==> config.mk <==
export PLATFORM = sky130hd
export DESIGN_NAME = mem_arbiter
export DESIGN_NICKNAME = d
export VERILOG_FILES = /design/src/rtl/mem_arbiter.sv
export SDC_FILE = /design/constraint.sdc
export NUM_CORES = 1
export LEC_CHECK = 0
export ABC_AREA = 1
export CORE_ASPECT_RATIO = 0.9
export CORE_MARGIN = 2
export CORE_UTILIZATION = 35
export DETAILED_ROUTE_END_ITERATION = 8
export GPL_TIMING_DRIVEN = 1
export PLACE_DENSITY = 0.78
export SYNTH_ARGS = -nofsm -noshare
export SYNTH_HDL_FRONTEND = slang
export SYNTH_SLANG_ARGS = --single-unit
==> constraint.sdc <==
create_clock -name clk -period 1.3 [get_ports clk]
set_clock_uncertainty 0.1 [all_clocks]
set_input_delay 0.26 -clock clk [delete_from_list [all_inputs] [get_ports clk]]
set_output_delay 0.26 -clock clk [all_outputs]
set_load 0.02 [all_outputs]
==> src/rtl/mem_arbiter.sv <==
// Sole master of the shared 4-cycle main memory: grants I-cache fills and D-cache
// fills/write-throughs, sequences each to completion and steers returned words.
module mem_arbiter #(
   parameter  int ADDR_W = 16,
   parameter  int DATA_W = 16,
   parameter  int WORDS  = 8,
   parameter  int OFF_W  = 4,
   localparam int CNT_W  = $clog2(WORDS)
) (
   input  logic              clk,
   input  logic              rst_n,
   input  logic              ic_req,
   input  logic [ADDR_W-1:0] ic_addr,
   input  logic              dc_req,
   input  logic              dc_wr,
   input  logic [ADDR_W-1:0] dc_addr,
   input  logic [DATA_W-1:0] dc_wdata,
   output logic              ic_fill_we,
   output logic              dc_fill_we,
   output logic [CNT_W-1:0]  fill_word,
   output logic [DATA_W-1:0] fill_data,
   output logic              ic_done,
   output logic              dc_done,
   output logic [ADDR_W-1:0] mem_addr,
   output logic              mem_enable,
   output logic              mem_wr,
   output logic [DATA_W-1:0] mem_wdata,
   input  logic [DATA_W-1:0] mem_rdata,
   input  logic              mem_data_valid,
   output logic              busy
);

   typedef enum logic [2:0] {S_IDLE, S_ISSUE, S_DRAIN, S_WRITE, S_DONE} state_t;
   typedef enum logic {OWN_I = 1'b0, OWN_D = 1'b1} owner_t;

   state_t              r_state;
   state_t              w_next_state;
   owner_t              r_owner;
   owner_t              r_last_grant;
   logic [ADDR_W-1:0]   r_base;
   logic [ADDR_W-1:0]   r_addr;
   logic [DATA_W-1:0]   r_wdata;
   logic [CNT_W-1:0]    r_issue_cnt;
   logic [CNT_W-1:0]    r_recv_cnt;

   logic                w_grant_any;
   logic                w_grant_d;
   logic [ADDR_W-1:0]   w_sel_addr;
   logic                w_recv;
   logic                w_recv_last;
   logic                w_issue_last;

   // On a tie the requester that did not win last time takes the grant.
   assign w_grant_any  = ic_req | dc_req;
   assign w_grant_d    = dc_req & (~ic_req | (r_last_grant == OWN_I));
   assign w_sel_addr   = w_grant_d ? dc_addr : ic_addr;
   assign w_recv       = mem_data_valid & ((r_state == S_ISSUE) | (r_state == S_DRAIN));
   assign w_recv_last  = w_recv & (r_recv_cnt == CNT_W'(WORDS - 1));
   assign w_issue_last = (r_issue_cnt == CNT_W'(WORDS - 1));

   // NOTE: sequential state uses non-blocking assignments so every register samples
   // the pre-edge value of its inputs, independent of process evaluation order.
   always_ff @(posedge clk) begin
      if (!rst_n) begin
         r_state <= S_IDLE;
      end else begin
         r_state <= w_next_state;
      end
   end

   // NOTE: every variable written in a combinational block gets a default first,
   // otherwise a path that skips the assignment would infer a latch.
   always_comb begin
      w_next_state = r_state;
      case (r_state)
         S_IDLE: begin
            if (w_grant_any) begin
               w_next_state = (w_grant_d && dc_wr) ? S_WRITE : S_ISSUE;
            end
         end
         S_ISSUE: begin
            if (w_recv_last) begin
               w_next_state = S_DONE;
            end else if (w_issue_last) begin
               w_next_state = S_DRAIN;
            end
         end
         S_DRAIN: begin
            if (w_recv_last) begin
               w_next_state = S_DONE;
            end
         end
         S_WRITE: w_next_state = S_DONE;
         S_DONE:  w_next_state = S_IDLE;
         default: w_next_state = S_IDLE;
      endcase
   end

   // NOTE: the datapath registers are few and all reset, so a mid-transaction reset
   // leaves no stale owner, address or counter behind.
   always_ff @(posedge clk) begin
      if (!rst_n) begin
         r_owner      <= OWN_I;
         r_last_grant <= OWN_D;
         r_base       <= '0;
         r_addr       <= '0;
         r_wdata      <= '0;
         r_issue_cnt  <= '0;
         r_recv_cnt   <= '0;
      end else begin
         case (r_state)
            S_IDLE: begin
               if (w_grant_any) begin
                  r_owner      <= w_grant_d ? OWN_D : OWN_I;
                  r_last_grant <= w_grant_d ? OWN_D : OWN_I;
                  r_base       <= {w_sel_addr[ADDR_W-1:OFF_W], {OFF_W{1'b0}}};
                  r_addr       <= w_sel_addr;
                  r_wdata      <= dc_wdata;
               end
            end
            S_ISSUE: r_issue_cnt <= r_issue_cnt + CNT_W'(1);
            S_DONE: begin
               r_issue_cnt <= '0;
               r_recv_cnt  <= '0;
            end
            default: ;
         endcase
         if (w_recv) begin
            r_recv_cnt <= r_recv_cnt + CNT_W'(1);
         end
      end
   end

   always_comb begin
      mem_enable = 1'b0;
      mem_wr     = 1'b0;
      mem_addr   = '0;
      mem_wdata  = '0;
      ic_fill_we = 1'b0;
      dc_fill_we = 1'b0;
      fill_word  = '0;
      fill_data  = '0;
      ic_done    = 1'b0;
      dc_done    = 1'b0;
      busy       = (r_state != S_IDLE);
      case (r_state)
         S_ISSUE: begin
            mem_enable = 1'b1;
            mem_addr   = r_base + (ADDR_W'(r_issue_cnt) << 1);
         end
         S_WRITE: begin
            mem_enable = 1'b1;
            mem_wr     = 1'b1;
            mem_addr   = r_addr;
            mem_wdata  = r_wdata;
         end
         S_DONE: begin
            ic_done = (r_owner == OWN_I);
            dc_done = (r_owner == OWN_D);
         end
         default: ;
      endcase
      // Returned words go only to the cache that owns the current transaction.
      if (w_recv) begin
         ic_fill_we = (r_owner == OWN_I);
         dc_fill_we = (r_owner == OWN_D);
         fill_word  = r_recv_cnt;
         fill_data  = mem_rdata;
      end
   end

endmodule

==> out/results.txt <==
clk root buf: clkbuf_8
layout cell share with drive strength beyond 1: 0.483
post-DP HPWL: 5.37 mm
worst hold start: r_last_grant
met1 Use GR: 0.287
fin crit share: 1.43
Die Width: 88.3 microns
Maximum Capacitance Violations: 0
CP Capture Type: primary output
met2 GRT Util: 0.446
R2R Path Start: r_state[0]
Core Region: 6150 sq um
P&R area growth vs syn: 123%
Syn Area/Cell: 6.70 sq um
Global Route Usage Sum: 0.255
setup ws final: -0.558 ns
final WL: 10.1 mm
worst endpoint required time: 0.94 ns
Syn Std Cell Area: 2240 sq um
crit path DAT: 1.50 ns
Critical Path Start: r_state[1]
Fin Setup TNS: -41.91 ns
initial antenna violation count: 0
clock-pin slew on the worst setup and hold paths: 0.09 ns
share of the synthesized area in the top cell type: 0.385
CTS tree: yes
PwrDens: 1730 nW/um^2
met3 usage: 0.0662
first-pass GRT wire length: 14.0 mm
top area cells in the synthesized netlist: dfxtp_1 38%, a21oi_1 13%, inv_1 10%
final setup fails: 98
GPL Wtd Cong: 0.768
Post-synth top flop: dfxtp_1
ANT cells: 0
final core utilization: 0.811
number of synthesized flops with an enable pin: 0
Post-CTS Hold Fix Bufs: 0
largest net degree at the start of global routing: 19
DR pass1 iterations: 4
Most Crowded Layer GR: met2
routed vias/inst: 4.93
Clock Tree Buf Depth: 2
Die H: 79.9 microns
critical path peak fanout: 4
Seq/Total Area, Yosys: 0.385
grt total ovfl: 0
delay-heaviest family, CP: buffers and inverters
Via Count: 2967
worst path bufs/invs: 4
port bufs: 127
failing checks: setup timing
Post-synth top cells: 60 x inv_1, 57 x a21oi_1, 56 x nor2_1
Hold Crit Class: reg -> reg
latest clock arrival within the worst-skew pair: 0.31 ns
Synth Register Bits: 43
Synth warnings: 0
DIE AREA: 7050 sq um
Pleak: 2.07 nW
final antenna-violating net count: 0
CP dominant cell by count: inv_4
outcome: finished, violations left
fraction of registers with async set/reset: 0
WS Path Type: reg -> out
number of global-route vias before repair: 3004
Mapped Nets: 408
number of hold violations in the final report: 0
top achievable clock speed: 538 MHz
worst hold slack: 0.377 ns
DRC Markers: 0
slowest CP cell: dfxtp_4
number of DRC markers in iteration 0: 155
RSZ-0062 raised after global routing: yes
Period minus WS final: 1.86 ns
Worst Tran Pin Value: 0.365 ns
Layout Nets: 588
Initial Utilization: 0.364
Std-Cell Rows: 27
slew margin rel.: 0.757
area leader, netlist: dfxtp_1
Num CTS Buffers: 5
Largest stage delay, worst path: 0.39 ns
Post-Syn Instances: 334
routed len/inst: 16.7 microns
total power: 8.60 mW
CTS sink cnt: 43
I/O pin count: 128
crit start category: register
Max VDD drop: 0.878 mV
Netlist cell types: 26
sequence of cells on the critical path: inv_4, nor3_4, inv_4, clkbuf_16, nor2_4, buf_6
htree depth: 2
Pins Over Slew Limit: 0
count leader, synth: inv_1
-- metal layers --
layer	wire (microns)	share of wire	up-vias
met4	430	0.043	0
met3	719	0.071	39
met2	5140	0.51	153
met5	0	0	-
li1	-	-	1413
met1	3770	0.37	1362
-- report_power, final --
group	internal [mW]	leakage [nW]	total (mW)	switching [mW]
combinational	2.74	1.67	5.67	2.94
sequential	1.79	0.359	2.05	0.264
clock	0.376	0.0412	0.877	0.501
total	4.90	2.07	8.60	3.70
-- what timing repair did --
| item | in CTS | in global routing |
|---|---|---|
| cloned | 8 | 1 |
| endpoints found under the setup margin | 98 | 101 |
| resized for setup | 390 | 49 |
| pin swaps | 8 | 3 |
| buffers inserted | 8 | 2 |
-- cell type report --
class | count | area [sq um]
repair buffers | 188 | 2050
multi-input cells | 211 | 1590
fillers | 377 | 1160
flip-flops and latches | 43 | 876
inverters | 65 | 274
well taps | 87 | 109
clock buffers | 6 | 72.6
clock inverters | 2 | 12.5
-- sequential cells by signal (all words and copies together) (netlist names) --
name / cells
r_addr: 16
r_issue_cnt: 3
r_last_grant: 1
r_owner: 1
r_recv_cnt: 3
r_state: 3
r_wdata: 16
-- worst reg2reg max path: cells and delay by family, from the launching register on --
family	cells	cell delay [ns]
flops	1	0.38
compound gates	2	0.38
buf+inv	5	0.63
simple gates	2	0.19
-- kinds of logic (layout without fill, tap and decap cells) --
group                    after synthesis  in the layout  share of synthesized area
AND/OR/NAND/NOR                      113            113                      0.220
AO/OA/AOI/OAI                         94             94                      0.219
buffers and inverters                 80            261                      0.154
flip-flops                            43             43                      0.385
adder cells (fa/ha/maj)                4              4                     0.0224
-- worst paths after layout --
check,endpoint,slack [ns],cells past startpoint
max,mem_addr[0],-0.56,6
min reg2reg,r_last_grant,0.38,2
max reg2reg,r_wdata[5],-0.47,9
min,r_last_grant,0.38,2
-- layout by cell type, fill, tap and decap left out, types with 2 or more instances in the layout --
| master | count |
|---|---|
| a21oi_1 | 30 |
| a21oi_2 | 26 |
| a21oi_4 | 3 |
| buf_12 | 5 |
| buf_16 | 8 |
| buf_4 | 47 |
| buf_6 | 56 |
| buf_8 | 2 |
| clkbuf_8 | 5 |
| clkdlybuf4s50_1 | 69 |
| dfxtp_1 | 37 |
| dfxtp_2 | 3 |
| dfxtp_4 | 3 |
| ha_1 | 2 |
| ha_2 | 2 |
| inv_1 | 56 |
| inv_4 | 4 |
| inv_6 | 4 |
| nand2_1 | 35 |
| nand2_2 | 4 |
| nand2_8 | 3 |
| nand3_1 | 4 |
| nand3_2 | 3 |
| nand3_4 | 2 |
| nor2_1 | 7 |
| nor2_2 | 12 |
| nor2_4 | 38 |
| o21ai_0 | 17 |
| o21ai_1 | 4 |
| o21ai_2 | 13 |
-- stage by stage --
stage                     setup slack (ns)  cells  cell area [sq um]
final                               -0.558    602               4980
after CTS                           -0.491    600               4780
after floorplan                     -0.329    334               2600
after global routing                -0.612    602               4980
after detailed placement            -0.810    578               4220
after global placement              -0.771    578               4220
(Power assumes the default switching activity.)
